==> config.mk <==
export PLATFORM = sky130hd
export DESIGN_NAME = tank_move_controller_flat
export DESIGN_NICKNAME = d
export VERILOG_FILES = /design/src/rtl/tank_move_if.sv /design/src/rtl/tank_move_controller.sv /design/src/flat_wrapper.sv
export SDC_FILE = /design/constraint.sdc
export NUM_CORES = 1
export LEC_CHECK = 0
export BUFFER_PORTS_ARGS = -buffer_cell sky130_fd_sc_hd__buf_2
export CORE_MARGIN = 2
export CORE_UTILIZATION = 45
export DETAILED_ROUTE_END_ITERATION = 16
export PLACE_DENSITY = 0.66
export SLEW_MARGIN = 20
export SYNTH_ARGS = -nofsm -noshare
export SYNTH_HDL_FRONTEND = slang
export SYNTH_SLANG_ARGS = --single-unit
export TNS_END_PERCENT = 10
==> constraint.sdc <==
create_clock -name clk -period 2.5 [get_ports clk]
set_input_delay 0.125 -clock clk [delete_from_list [all_inputs] [get_ports clk]]
set_output_delay 0.125 -clock clk [all_outputs]
set_load 0.01 [all_outputs]
==> src/rtl/tank_move_if.sv <==
// Tank motion controller bundle: frame strobe, keys and collision in,
// position/facing out.
interface tank_move_if;
  logic        startOfFrame;
  logic        keyUp;
  logic        keyRight;
  logic        keyDown;
  logic        keyLeft;
  logic        collision;
  logic [10:0] topLeftX;
  logic [10:0] topLeftY;
  logic [1:0]  tankDir;
  logic        moving;

  modport master (
    output startOfFrame, keyUp, keyRight,
    output keyDown, keyLeft, collision,
    input  topLeftX, topLeftY, tankDir, moving
  );

  modport slave (
    input  startOfFrame, keyUp, keyRight,
    input  keyDown, keyLeft, collision,
    output topLeftX, topLeftY, tankDir, moving
  );
endinterface

==> src/rtl/tank_move_controller.sv <==
// Per-frame tank motion: key decode, clamped stepping and
// one-deep collision rollback, all committed on startOfFrame.
module tank_move_controller #(
  parameter int         INIT_X      = 100,
  parameter int         INIT_Y      = 400,
  parameter logic [1:0] INIT_DIR    = 2'b00,
  parameter int         SPEED       = 2,
  parameter int         SCREEN_W    = 640,
  parameter int         SCREEN_H    = 480,
  parameter int         OBJECT_SIZE = 25
) (
  input logic        clk,
  input logic        resetN,
  tank_move_if.slave bus
);

  localparam logic [11:0] SPD  = 12'(SPEED);
  localparam logic [11:0] XMAX = 12'(SCREEN_W - OBJECT_SIZE);
  localparam logic [11:0] YMAX = 12'(SCREEN_H - OBJECT_SIZE);

  typedef enum logic [1:0] {
    IDLE    = 2'd0,
    MOVE    = 2'd1,
    BLOCKED = 2'd2
  } state_t;

  state_t      state_q, state_d;
  logic [10:0] x_q, x_d, y_q, y_d;
  logic [10:0] lx_q, lx_d, ly_q, ly_d;
  logic [1:0]  dir_q, dir_d, bdir_q, bdir_d;
  logic        col_q, col_d;

  logic        key_valid;
  logic [1:0]  key_dir;
  logic [11:0] x12, y12;
  logic [10:0] x_step, y_step;

  always_comb begin
    key_valid = bus.keyUp | bus.keyRight
              | bus.keyDown | bus.keyLeft;
    key_dir = 2'b00;
    priority case (1'b1)
      bus.keyUp:    key_dir = 2'b00;
      bus.keyRight: key_dir = 2'b01;
      bus.keyDown:  key_dir = 2'b10;
      bus.keyLeft:  key_dir = 2'b11;
      default:      key_dir = 2'b00;
    endcase
  end

  // Widen so the right/down sum cannot wrap before the clamp
  always_comb begin
    x12    = {1'b0, x_q};
    y12    = {1'b0, y_q};
    x_step = x_q;
    y_step = y_q;
    unique case (dir_q)
      2'b00: y_step = (y12 < SPD) ? '0
                    : 11'(y12 - SPD);
      2'b01: x_step = (x12 + SPD > XMAX) ? 11'(XMAX)
                    : 11'(x12 + SPD);
      2'b10: y_step = (y12 + SPD > YMAX) ? 11'(YMAX)
                    : 11'(y12 + SPD);
      2'b11: x_step = (x12 < SPD) ? '0
                    : 11'(x12 - SPD);
      default: ;
    endcase
  end

  always_comb begin
    state_d = state_q;
    x_d     = x_q;
    y_d     = y_q;
    lx_d    = lx_q;
    ly_d    = ly_q;
    dir_d   = dir_q;
    bdir_d  = bdir_q;
    col_d   = col_q | bus.collision;
    if (bus.startOfFrame) begin
      col_d = 1'b0;
      if (col_q | bus.collision) begin
        x_d     = lx_q;
        y_d     = ly_q;
        bdir_d  = dir_q;
        state_d = BLOCKED;
      end else if (!key_valid) begin
        state_d = IDLE;
      end else if (key_dir != dir_q) begin
        dir_d   = key_dir;
        state_d = IDLE;
      end else if (state_q == BLOCKED &&
                   key_dir == bdir_q) begin
        state_d = BLOCKED;
      end else begin
        lx_d    = x_q;
        ly_d    = y_q;
        x_d     = x_step;
        y_d     = y_step;
        state_d = MOVE;
      end
    end
  end

  always_ff @(posedge clk or negedge resetN) begin
    if (!resetN) begin
      state_q <= IDLE;
      x_q     <= 11'(INIT_X);
      y_q     <= 11'(INIT_Y);
      lx_q    <= 11'(INIT_X);
      ly_q    <= 11'(INIT_Y);
      dir_q   <= INIT_DIR;
      bdir_q  <= INIT_DIR;
      col_q   <= 1'b0;
    end else begin
      state_q <= state_d;
      x_q     <= x_d;
      y_q     <= y_d;
      lx_q    <= lx_d;
      ly_q    <= ly_d;
      dir_q   <= dir_d;
      bdir_q  <= bdir_d;
      col_q   <= col_d;
    end
  end

  assign bus.topLeftX = x_q;
  assign bus.topLeftY = y_q;
  assign bus.tankDir  = dir_q;
  assign bus.moving   = (state_q == MOVE);

endmodule

==> src/flat_wrapper.sv <==
// flat-port wrapper written by rule: the top's interface ports become plain ports
module tank_move_controller_flat 
#(
  parameter int         INIT_X      = 100,
  parameter int         INIT_Y      = 400,
  parameter logic [1:0] INIT_DIR    = 2'b00,
  parameter int         SPEED       = 2,
  parameter int         SCREEN_W    = 640,
  parameter int         SCREEN_H    = 480,
  parameter int         OBJECT_SIZE = 25
)
  (clk, resetN, bus_startOfFrame, bus_keyUp, bus_keyRight, bus_keyDown, bus_keyLeft, bus_collision, bus_topLeftX, bus_topLeftY, bus_tankDir, bus_moving);
  tank_move_if bus_i ();
  input logic clk;
  input logic resetN;
  input wire logic [$bits(bus_i.startOfFrame)-1:0] bus_startOfFrame;
  input wire logic [$bits(bus_i.keyUp)-1:0] bus_keyUp;
  input wire logic [$bits(bus_i.keyRight)-1:0] bus_keyRight;
  input wire logic [$bits(bus_i.keyDown)-1:0] bus_keyDown;
  input wire logic [$bits(bus_i.keyLeft)-1:0] bus_keyLeft;
  input wire logic [$bits(bus_i.collision)-1:0] bus_collision;
  output wire logic [$bits(bus_i.topLeftX)-1:0] bus_topLeftX;
  output wire logic [$bits(bus_i.topLeftY)-1:0] bus_topLeftY;
  output wire logic [$bits(bus_i.tankDir)-1:0] bus_tankDir;
  output wire logic [$bits(bus_i.moving)-1:0] bus_moving;
  assign bus_i.startOfFrame = bus_startOfFrame;
  assign bus_i.keyUp = bus_keyUp;
  assign bus_i.keyRight = bus_keyRight;
  assign bus_i.keyDown = bus_keyDown;
  assign bus_i.keyLeft = bus_keyLeft;
  assign bus_i.collision = bus_collision;
  assign bus_topLeftX = bus_i.topLeftX;
  assign bus_topLeftY = bus_i.topLeftY;
  assign bus_tankDir = bus_i.tankDir;
  assign bus_moving = bus_i.moving;
  tank_move_controller #(.INIT_X(INIT_X), .INIT_Y(INIT_Y), .INIT_DIR(INIT_DIR), .SPEED(SPEED), .SCREEN_W(SCREEN_W), .SCREEN_H(SCREEN_H), .OBJECT_SIZE(OBJECT_SIZE)) u_core (.clk(clk), .resetN(resetN), .bus(bus_i));
endmodule
==> impl_metrics.ini, run 1 <==
[run_status]
status = completed

[drt]
num_vias = 3476
firstDrtPassIters = 5
drt-initial-drc-count = 203
wl_per_cell_um = 16.66
drt_drc_violations_left = 0
drt-total-wl_mm = 9.549
postRouteAntennaNets = 0
viasPerCell = 6.066

[die]
die_w_um = 92.63
fp.dieArea_um2 = 8579
die_y_um = 92.63
fp.coreArea_um2 = 7687
start_util = 0.4598
ioPinCount = 33
rows = 32

[cts]
cts_max_path_buffers = 2
cts.clk_slew.worst_paths_ps = 100
htreeDepth = 2
cts_sinks = 51
cts_root_buf = clkbuf_8
cts_buffers = 5
tritoncts = yes
clock_latency_ps = 310

[yosys]
synth_cell_types = 61
syn_inst = 421
yosys_warnings = 0
yosys_register_bits = 51
syn_area_per_cell_um2 = 8.396
synth_area_um2 = 3535
synth_top_area_frac = 0.2761
synth_top_flop_cell = dfrtp_1
synth_seq_area_share = 0.3653
ys_async_sr_fraction = 1.000
synth_top_cell_by_area = dfrtp_1
synthTopCellsByArea = dfrtp_1 28%, dfstp_2 8.9%, mux2_2 7.6%, o21ai_0 5.7%, nand2_1 4.0%
syn_nets = 433
synth_edf_count = 0

[placed_design]
hpwlAfterDp_mm = 6.639
place_congestion = 0.8737
port-buffer-count = 32
dp_cells = 558

[sta]
clock_skew_ps = 6.118
setup_violations = 0
fin_crit_sh = 0.9870
period_needed_ps = 2468
whs_ps = 150.1
worst-slew-pin-transition_ps = 512.8
max_freq_ghz = 0.4053
rsz0062_at_grt = yes
slew_viol_final = 0
finalHoldViolCount = 0
slew-limit-headroom = 0.6582

[cells_and_area]
post-route-util = 0.5513
drive_above_1_share = 0.3036
final-seq-area_um2 = 1295
final_cell_mix = 40 x o21ai_0, 40 x buf_4, 36 x dfrtp_1
fin_nets = 482
fill_cells = 749
multi_input_area_um2 = 2141
area_growth_syn_to_layout_pct = 19.89
diodes = 0
finalNonFillerCells = 573

[critical_path]
reg2reg_setup_slack_ps = 30
cp_cell_sequence = nand2_2 -> nor3_4 -> mux2_4 -> a311o_1 -> a211o_1 -> o31a_1 -> o2bb2ai_2
cp-end-kind = flop
worstPathMaxFanout = 6
slowest_delay_ps = 600
arrival_ps = 2710
worst-path-buf-inv = 0
cp_top_family = compound AO/OA/AOI/OAI gates
reg2reg_depth = 7
start_kind = flop
path_class = reg2reg
r2r_start = u_core.bus.topLeftY[8]
r2r_end = u_core.bus.topLeftY[3]
path_depth = 7
worstPathRequired_ps = 2740
crit_slowest_cell = dfstp_2

[hold_path]
hold_depth = 2
hp-start = bus_startOfFrame
worstHoldPathType = in2reg
holdPathEnd = u_core.col_q

[global_routing]
grt_max_degree = 34
grt_pass1_vias = 3302
grt_use_total = 0.2250
gr-total-overflow = 0
antenna_found_initial = 0
grt_pass1_wl_mm = 15.65

[flow_run]
drv_cap = 0

[pwr]
ir_worst_vdd_v = 0.0004708
power_density_nw_per_um2 = 1047
p_leak_nw = 1.785
-- report_power, final --
| group | leakage [nW] | total, mW | internal [mW] | switching [mW] |
|---|---|---|---|---|
| clock network | 0.0581 | 0.586 | 0.299 | 0.287 |
| logic | 1.10 | 2.40 | 1.09 | 1.32 |
| registers | 0.622 | 1.45 | 1.17 | 0.279 |
| total | 1.79 | 4.44 | 2.56 | 1.88 |
-- layer usage --
metal	up-vias	routed length, um	share of wire	GRT usage
met5	-	0	0	0
met4	0	227	0.024	0.09069
met3	22	506	0.053	0.03011
met2	128	4656	0.49	0.3735
met1	1661	4158	0.44	0.2979
li1	1665	-	-	-
-- worst max path at each step --
| stage | startpoint | end | slack, ps |
|---|---|---|---|
| 5_1_grt | u_core.bus.topLeftY[8] | u_core.bus.topLeftY[3] | -30 |
| 4_1_cts | u_core.bus.topLeftY[1] | u_core.bus.topLeftY[3] | 50 |
| 3_3_place_gp | u_core.bus.topLeftY[4] | u_core.bus.topLeftY[3] | 150 |
| 3_5_place_dp | u_core.bus.topLeftY[1] | u_core.bus.topLeftY[5] | 80 |
| 6_report | u_core.bus.topLeftY[8] | u_core.bus.topLeftY[3] | 30 |
| 2_1_floorplan | u_core.bus.topLeftY[8] | u_core.bus.topLeftY[3] | 50 |
-- Yosys cell counts (3+ instances only) --
cell / number
nand2_1: 38
o21ai_0: 40
o22ai_1: 10
or2_2: 3
a31oi_1: 5
nand3_1: 14
ha_1: 4
a21oi_1: 21
or3_1: 4
mux2i_1: 4
inv_1: 13
xnor2_1: 4
nand4b_1: 3
buf_2: 16
and3_1: 10
a21o_1: 3
mux2_2: 24
o211ai_1: 4
dfrtp_1: 39
o21a_1: 4
nor2_1: 31
o221ai_1: 3
o31ai_1: 10
a211oi_1: 3
nand4_1: 3
nand2b_1: 5
nor3_1: 15
nor4_1: 9
dfstp_2: 12
clkbuf_1: 18
o21ai_1: 7
-- sequential cells by signal (all words and copies together), names as in the netlist --
register	cells
u_core.bus.topLeftX	11
u_core.bus.topLeftY	11
u_core.lx_q	11
u_core.ly_q	11
u_core.bdir_q	2
u_core.bus.tankDir	2
u_core.state_q	2
u_core.col_q	1
-- worst register-to-register path, stage by stage, from the launching register on --
cell       delay, ps
dfstp_2          600
nand2_2          100
nor3_4           220
mux2_4           310
a311o_1          300
a211o_1          400
o31a_1           340
o2bb2ai_2        140
-- cell type report --
class | count | share of cell area
clock buffers | 5 | 0.01624
clock inverters | 3 | 0.01033
inverters | 13 | 0.01151
multi-input cells | 323 | 0.5052
flip-flops and latches | 51 | 0.3056
well taps | 102 | 0.03012
repair buffers | 76 | 0.1211
-- through the flow --
step                TNS, ps  instance area, um2  setup WS [ps]  power, mW
finish                    0                4238          32.46      4.439
global route         -32.87                4238         -32.87      4.783
CTS                       0                4090          48.73      4.258
detailed placement        0                3968          78.79      3.656
global placement          0                3968          148.5      3.611
floorplan                 0                3535          45.12      2.891
-- cells by family after synthesis --
logic type	count (synthesis)	share of synthesized area
compound gates	136	0.2464
xor+xnor	5	0.01239
fa+ha+maj	4	0.01416
buf+inv	48	0.05770
flops	51	0.3653
mux	28	0.08779
simple gates	149	0.2163
-- timing repair --
action | CTS | global route
hold buffers | 1 | 0
setup buffers | 0 | 5
endpoints found under the hold margin | 12 | 0
resized for setup | 0 | 23
setup endpoints to repair | 0 | 18
(Power assumes the default switching activity.)
==> inputs of run 2 (changes only) <==
--- a/config.mk
+++ b/config.mk
@@ -9,6 +9,7 @@
 export CORE_MARGIN = 2
 export CORE_UTILIZATION = 45
 export DETAILED_ROUTE_END_ITERATION = 16
+export MAX_ROUTING_LAYER = met4
 export PLACE_DENSITY = 0.66
 export SLEW_MARGIN = 20
 export SYNTH_ARGS = -nofsm -noshare
==> constraint.sdc (replaced) <==
create_clock -name clk -period 2.5 [get_ports clk]
set_input_delay 0.125 -clock clk [delete_from_list [all_inputs] [get_ports clk]]
set_output_delay 0.125 -clock clk [all_outputs]
set_load 0.02 [all_outputs]
==> run 2 against run 1 <==
Sequential share of layout area up 0.87 points. Critical path type unchanged. Setup slack better by 58 ps. First-iteration DRC count down 39%. Hold slack worse by 7.4 ps. Via count down 3.6%. Critical path depth up 1. Wire length down 4.3%. Sequential power about the same.
==> impl_metrics.ini, run 2 (synthesis gave the netlist of run 1 again) <==
[drt]
wl_per_cell_um = 16.08
viasPerCell = 5.901
drt-total-wl_mm = 9.135
highest_layer = met4
dr_wl_met3_um = 340
drt_drc_violations_left = 0
postRouteAntennaNets = 0
drt-initial-drc-count = 124
firstDrtPassIters = 4
dr_wl_met2_mm = 4.422
num_vias = 3352
wl_met1_mm = 4.258

[cts]
htreeDepth = 2
cts_buffers = 5
tritoncts = yes
clock_latency_ps = 300
cts_root_buf = clkbuf_8
cts_max_path_buffers = 2
cts.clk_slew.worst_paths_ps = 90
cts_sinks = 51

[flow_run]
drv_cap = 0

[placed_design]
hpwlAfterDp_mm = 6.716
placed_cell_area_um2 = 3975
dp_cells = 559
dpl_worst_slack_ps = 90.93
place_congestion = 0.9061
port-buffer-count = 32

[critical_path]
reg2reg_depth = 8
arrival_ps = 2590
reg2reg_setup_slack_ps = 90
start_kind = flop
worstPathRequired_ps = 2680
path_class = reg2reg
r2r_start = u_core.bus.topLeftX[2]
worstPathMaxFanout = 10
crit_path_end = u_core.bus.topLeftX[7]
startpoint = u_core.bus.topLeftX[2]
r2r_end = u_core.bus.topLeftX[7]
cp-end-kind = flop

[run_status]
status = completed

[die]
start_util = 0.4598
fp.coreArea_um2 = 7687
die_y_um = 92.63
fp.dieArea_um2 = 8579
rows = 32
ioPinCount = 33
die_w_um = 92.63

[cells_and_area]
final-seq-area_um2 = 1291
finalNonFillerCells = 568
drive_above_1_share = 0.2704
fill_cells = 774
area_growth_syn_to_layout_pct = 16.25
final_cell_mix = 40 x o21ai_0, 39 x dfrtp_1, 38 x buf_4
post-route-util = 0.5345
fin_nets = 477
multi_input_area_um2 = 2081
mostFrequentLayoutCell = o21ai_0
stdcell_area_um2 = 4109
diodes = 0

[global_routing]
grt_use_total = 0.2270
grt_max_degree = 23
grt_pass1_wl_mm = 15.30
grt_pass1_vias = 3150
gr-total-overflow = 0
antenna_found_initial = 0

[pwr]
ir_worst_vdd_v = 0.0004762
p_leak_nw = 1.724
power_density_nw_per_um2 = 1046

[sta]
fin_crit_sh = 0.9639
period_needed_ps = 2410
setup_slack_ps = 90.17
max_freq_ghz = 0.4150
finalHoldViolCount = 0
slew_viol_final = 0
rsz0062_at_grt = yes
setup_violations = 0
clock_skew_ps = 3.535
worst-slew-pin-transition_ps = 488.8
slew-limit-headroom = 0.6699

[hold_path]
worstHoldPathType = in2reg
-- run 2: cell type report --
type,instances,area share
Clock inverter,2,0.003045
Clock buffer,6,0.01766
Tap cell,102,0.03106
Timing Repair Buffer,72,0.1157
Multi-Input combinational cell,322,0.5064
Sequential cell,51,0.3143
Inverter,13,0.01188
-- run 2: worst min-delay path by stage --
| stage | start | end | slack, ps | depth (start not counted) |
|---|---|---|---|---|
| after floorplan | resetN | u_core.bdir_q[0] | -170 | 0 |
| after global placement | resetN | u_core.ly_q[1] | 80 | 1 |
| after detailed placement | resetN | u_core.ly_q[1] | 80 | 1 |
| after CTS | bus_startOfFrame | u_core.col_q | 140 | 2 |
| after global routing | bus_startOfFrame | u_core.col_q | 150 | 2 |
| final | bus_startOfFrame | u_core.col_q | 140 | 2 |
-- run 2: power breakdown --
| group | switching, mW | internal [mW] |
|---|---|---|
| registers | 0.254 | 1.17 |
| logic | 1.38 | 1.02 |
| clock network | 0.275 | 0.196 |
| total | 1.91 | 2.38 |
-- run 2: critical path, stage by stage (launching register included) --
cell       delay (ps)
dfstp_2           540
buf_4             160
nand2_1           150
or3_1             390
a32o_1            220
o21ai_1           170
o21ai_1           100
a2111oi_1         440
nor3_1            120
-- run 2: metal layers --
| layer | track usage | vias to the layer above |
|---|---|---|
| met1 | 0.3047 | 1620 |
| met2 | 0.3692 | 77 |
| met5 | - | - |
| met3 | 0.03092 | 9 |
| met4 | 0.05270 | 0 |
| li1 | - | 1646 |
-- run 2: metrics by stage --
stage / hold slack, ps / power (mW) / setup TNS, ps
floorplan: -170.6 / 3.000 / 0
global placement: 76.08 / 3.712 / 0
detailed placement: 78.78 / 3.772 / 0
CTS: 137.9 / 4.253 / 0
global route: 148.5 / 4.633 / -38.75
finish: 142.7 / 4.297 / 0
-- run 2: timing repair --
action / in CTS / in global routing
setup endpoints to repair: 0 / 6
hold buffers: 1 / 0
resized for setup: 0 / 8
setup buffers: 0 / 0
hold endpoints to repair: 13 / 0
